[src/rtl/video_timing_gen.sv]
// Raster timing generator for one progressive format: drives the {F,V,H,T} bus
// plus the current sample/line position and a completed-frame counter.
module video_timing_gen #(
    parameter int H_ACTIVE = 1920,
    parameter int H_TOTAL  = 2200,
    parameter int V_ACTIVE = 1080,
    parameter int V_TOTAL  = 1125
) (
    input  logic        clk_i,
    input  logic        rst_i,
    input  logic        cen_i,
    output logic [3:0]  fvht_o,
    output logic [11:0] hpos_o,
    output logic [11:0] vpos_o,
    output logic        active_o,
    output logic        sof_o,
    output logic [7:0]  frame_cnt_o
);

    localparam logic [11:0] H_ACT  = 12'(H_ACTIVE);
    localparam logic [11:0] H_LAST = 12'(H_TOTAL - 1);
    localparam logic [11:0] V_ACT  = 12'(V_ACTIVE);
    localparam logic [11:0] V_LAST = 12'(V_TOTAL - 1);

    logic [11:0] hcnt_p0;
    logic [11:0] vcnt_p0;
    logic [7:0]  frame_cnt_p0;

    logic h_blank;
    logic v_blank;
    logic t_code;
    logic h_wrap;
    logic f_wrap;

    // Stage p0 -> p1: decode the current counter state before it advances.
    always_comb begin
        h_blank = (hcnt_p0 >= H_ACT);
        v_blank = (vcnt_p0 >= V_ACT);
        t_code  = (hcnt_p0 == H_ACT) || (hcnt_p0 == H_LAST);
        h_wrap  = (hcnt_p0 == H_LAST);
        f_wrap  = h_wrap && (vcnt_p0 == V_LAST);
    end

    always_ff @(posedge clk_i) begin
        if (rst_i) begin
            hcnt_p0      <= '0;
            vcnt_p0      <= '0;
            frame_cnt_p0 <= '0;
            fvht_o       <= '0;
            hpos_o       <= '0;
            vpos_o       <= '0;
            active_o     <= 1'b0;
            sof_o        <= 1'b0;
            frame_cnt_o  <= '0;
        end else if (cen_i) begin
            fvht_o      <= {1'b0, v_blank, h_blank, t_code};
            hpos_o      <= hcnt_p0;
            vpos_o      <= vcnt_p0;
            active_o    <= ~h_blank & ~v_blank;
            sof_o       <= (hcnt_p0 == '0) && (vcnt_p0 == '0);
            // The frame count bumped at the last sample surfaces with the next (0,0).
            frame_cnt_o <= frame_cnt_p0;

            hcnt_p0 <= h_wrap ? '0 : hcnt_p0 + 12'd1;
            if (h_wrap) begin
                vcnt_p0 <= f_wrap ? '0 : vcnt_p0 + 12'd1;
            end
            if (f_wrap) begin
                frame_cnt_p0 <= frame_cnt_p0 + 8'd1;
            end
        end
    end

endmodule
[config.mk]
export PLATFORM = sky130hd
export DESIGN_NAME = video_timing_gen
export DESIGN_NICKNAME = d
export VERILOG_FILES = /design/src/rtl/video_timing_gen.sv
export SDC_FILE = /design/constraint.sdc
export NUM_CORES = 1
export LEC_CHECK = 0
export CAP_MARGIN = 30
export CORE_ASPECT_RATIO = 1.2
export CORE_MARGIN = 1
export CORE_UTILIZATION = 33
export DETAILED_ROUTE_END_ITERATION = 12
export PLACE_DENSITY = 0.63
export SLEW_MARGIN = 20
export SYNTH_ARGS = -nofsm -noshare
export SYNTH_HDL_FRONTEND = slang
export SYNTH_SLANG_ARGS = --single-unit
[constraint.sdc]
create_clock -name clk_i -period 3.1 [get_ports clk_i]
set_input_delay 0.465 -clock clk_i [delete_from_list [all_inputs] [get_ports clk_i]]
set_output_delay 0.465 -clock clk_i [all_outputs]
set_load 0.05 [all_outputs]
; ---- After elaboration in Yosys (flattened, before gate mapping)
; Index checks and enable logic that the tools add are counted.
[word_totals]
reg_bits = 69
inputBits = 3
wordCells = 29
[classes]
n_addsub = 3
n_lt_le_gt_ge = 2
n_eq_ne = 3
mux = 2
bitwise = 3
reduce_logical = 7
[op_table]
columns = op, count
row1 = "adder 12 x 1 -> 12 bit, second input constant", 2
row2 = "equality test 12 x 11 -> 1 bit, second input constant", 2
row3 = "greater-or-equal comparator 12 x 11 -> 1 bit, second input constant", 2
row4 = zero test 12 bit, 2
row5 = two-way mux 12 bit, 2
row6 = "equality test 12 bit, second input constant", 1
row7 = "adder 8 x 1 -> 8 bit, second input constant", 1
row8 = AND reduction 2 bit, 2
row9 = logical AND 1 bit, 2
row10 = NOT 1 bit, 2
row11 = bitwise AND 1 bit, 1
row12 = logical OR 1 bit, 1

; ---- Depth between registers and ports, before layout
[depth]
word_depth = 3
depth_mapped = 7
ltp_nobuf = 6

; ---- Worst setup path before layout
; OpenSTA, ideal clock, no wires.
[synth_timing]
kind = flip-flop to flip-flop
startpoint = register hcnt_p0[1]
endpoint = register frame_cnt_p0[7]
arrival_ps = 1682
t_required_ps = 3030
slack_ps = 1347
path_stages_with_launch = 6
synth_period_minus_slack_ps = 1753
path_cell_list = dfxtp_1 ha_1 and4bb_2 nand4_2 or4_1 a21oi_1
[synth_via]
elab_chain_len = 3
[synth_lines]
columns = element, line_no
row1 = from (decl), 25  ; logic [11:0] hcnt_p0;
row2 = from (signal assigned), 64  ; hcnt_p0 <= h_wrap ? '0 : hcnt_p0 + 12'd1;
row3 = equality test 12 bit, 40  ; h_wrap = (hcnt_p0 == H_LAST);
row4 = logical AND 1 bit, 41  ; f_wrap = h_wrap && (vcnt_p0 == V_LAST);
row5 = AND reduction 2 bit (no line), --
row6 = to (signal assigned), 69  ; frame_cnt_p0 <= frame_cnt_p0 + 8'd1;
row7 = to (decl), 27  ; logic [7:0] frame_cnt_p0;
; No other way between the ends.
; A chain may end at the register's enable or synchronous reset.

; ---- Final worst setup path
; Same ends and word-level chain as after synthesis.

==> impl_metrics.py <==
metrics = {
    "sta": {
        "whs_ps": 462,
        "worst_pin_slew_ps": 682,
        "finalCriticalPeriod_ps": 2140,
        "fin_crit_sh_pct": 69.0,
        "setup-violations-final": 0,
        "fin_skew_ps": 8.37,
        "rsz0062_at_grt": "no",
        "slew_headroom_pct": 54.2,
        "max_freq_mhz": 468,
        "drv_slew": 0,
        "hold_viol": 0,
        "setup-tns-final_ps": 0,
    },
    "clock_tree": {
        "path_clk_slew_ps": 70,
        "insertion_delay_ps": 350,
        "ctsLongestPathBuffers": 2,
        "post_cts_resized": 0,
        "cts_tree": "done",
        "cts_root_buffer": "clkbuf_8",
        "cts_buffers": 9,
        "holdBufCountCts": 0,
        "cts_sinks": 69,
        "h-tree-depth": 3,
        "cts_setup_buffers": 0,
    },
    "logic_synthesis": {
        "avgSynthCellArea_um2": 9.18,
        "synth_flop_cell": "dfxtp_1",
        "async_reset_ff_share_pct": 0,
        "ys_types": 44,
        "ys_ff_latch": 69,
        "syn_nets": 330,
        "synth_seq_area_share_pct": 46.7,
        "synth_cells": 322,
        "yosys_warnings": 0,
        "synth_edf_count": 0,
        "syn_area_um2": 2960,
    },
    "outcome": {
        "status": "finished, final reports clean",
    },
    "floorplanning": {
        "coreArea_um2": 8610,
        "fp.dieH_um": 106,
        "rows": 37,
        "start_util_pct": 34.3,
        "die_area_um2": 9340,
        "die_w_um": 88.4,
        "io-pin-count": 41,
    },
    "placed_design": {
        "gp_congestion": 0.822,
        "numPlacedInstances": 464,
        "hpwlAfterDp_mm": 4.54,
        "port_buffers": 39,
        "dpl-instance-area_um2": 3440,
    },
    "power_and_ir_drop": {
        "clkPwrFrac_pct": 40.3,
        "power_mw": 1.66,
        "seqPwrFrac_pct": 54.1,
        "combPwrFrac_pct": 5.6,
        "p_sw_share_pct": 23.3,
        "powerDensity_nw_per_um2": 460,
        "p_sw_uw": 388,
        "peakVddDrop_mv": 0.333,
        "leakagePower_nw": 1.32,
        "internal_power_mw": 1.27,
    },
    "final_layout": {
        "fin_nets": 366,
        "area_growth_pct": 22.3,
        "final_common_cell": "dfxtp_1",
        "drive_gt1_share_pct": 7.46,
        "multiInputGateArea_um2": 1460,
        "seqCellArea_um2": 1380,
        "design_area_um2": 3610,
        "final_cell_mix": "69 x dfxtp_1, 50 x nor2_1, 37 x clkdlybuf4s50_1, 33 x mux2i_1, 17 x a21oi_1",
        "finalNonFillerCells": 479,
        "fillers": 901,
        "antennaDiodeCount": 0,
    },
    "critical_path": {
        "slowest_delay_ps": 610,
        "critPathKind": "reg2reg",
        "arrival_ps": 2420,
        "start_kind": "flip-flop",
        "critical_path_buf_inv_count": 0,
        "worstPathCellList": "ha_1 > and4bb_2 > nand4_2 > or4_1 > a21oi_1",
        "worst_path_max_delay_cell": "or4_1",
        "critPathCaptureType": "flip-flop",
        "required_ps": 3380,
        "cp_top_family": "simple AND/OR/NAND/NOR gates",
        "cp_max_fo": 19,
    },
    "detailed_routing": {
        "ant_nets": 0,
        "drc": 0,
        "num_vias": 2421,
        "first_iter_violations": 128,
        "wirelength_mm": 6.69,
        "drt-pass1-iter-count": 4,
        "wl_per_cell_um": 14.0,
        "vias_per_cell": 5.05,
    },
    "grt": {
        "antenna_found_initial": 0,
        "grt_pass1_wl_mm": 10.9,
        "first_global_vias": 2251,
        "grt_max_degree": 51,
        "overflow": 0,
        "track_usage_pct": 15.2,
    },
    "job": {
        "drv_cap": 0,
    },
    "hold_path": {
        "hold_path_class": "reg2reg",
    },
}
-- power groups by stage --
stage               logic, mW  clock network, mW  registers (mW)
global placement       0.0936                  0           0.919
floorplan              0.0517                  0           0.935
global route           0.0993              0.723           0.899
CTS                    0.0951              0.689           0.899
detailed placement     0.0946                  0           0.919
finish                 0.0930              0.670           0.899
-- cell families (layout without fill, tap and decap cells) --
group,Yosys count,after routing,share of synthesized area [%]
compound gates,46,46,9.82
xor+xnor,11,11,3.26
fa+ha+maj,5,5,2.12
buf+inv,28,68,3.73
flops,69,69,46.7
mux,33,33,11.2
other cells,1,1,0.127
simple gates,129,129,23.0
-- worst register-to-register path, delay by kind of cell (launching register included) --
kind                     cells  cell delay, ps
AND/OR/NAND/NOR              3            1280
flip-flops                   1             410
adder cells (fa/ha/maj)      1             250
AO/OA/AOI/OAI                1             140
-- final cells by class --
| cell class | count | share of cell area, % |
|---|---|---|
| multi-input combinational | 225 | 40.5 |
| sequential | 69 | 38.2 |
| timing repair buffer | 42 | 11.1 |
| clock buffer | 14 | 4.78 |
| tap | 117 | 4.05 |
| inverter | 11 | 1.14 |
| clock inverter | 1 | 0.139 |
-- worst paths after layout --
check                                  endpoint  cells after the start       start  slack [ps]
worst max register to register  frame_cnt_p0[7]                      5  hcnt_p0[1]         960
worst min-delay path                      sof_o                      2       sof_o         460
worst min register to register            sof_o                      2       sof_o         460
worst max-delay path            frame_cnt_p0[7]                      5  hcnt_p0[1]         960
-- synth_stat cells (7+ instances only) --
cell | number | area share [%]
mux2i_1 | 33 | 11
xnor2_1 | 8 | 2.4
nor2_1 | 50 | 6.4
dfxtp_1 | 69 | 47
or3_1 | 11 | 2.3
nand2_1 | 13 | 1.7
a21oi_1 | 17 | 2.9
nand4_1 | 10 | 2.1
nor3_1 | 7 | 1.2
o21ai_0 | 10 | 1.7
clkbuf_1 | 10 | 1.3
nand3_1 | 12 | 2.0
inv_1 | 11 | 1.4
-- routing by layer --
metal	share of wire, %	vias up	GRT usage [%]
li1	-	1222	-
met1	45	1144	18.8
met2	49	48	24.3
met3	4.8	7	4.46
met4	1.4	0	6.57
met5	0	-	0
-- flip-flops by register name, summed over array words and instances (netlist names) --
register / flops
hcnt_p0: 12
hpos_o: 12
sof_o: 1
frame_cnt_o: 8
frame_cnt_p0: 8
fvht_o: 3
active_o: 1
vpos_o: 12
vcnt_p0: 12
-- through the flow --
step                      worst slack [ps]  util [%]
final                                  962      42.0
after global routing                   804      42.0
after CTS                              986      42.0
after detailed placement               999      39.9
after global placement                1030      39.9
after floorplan                       1350         -
No activity file was read; power rests on OpenSTA's default activity.
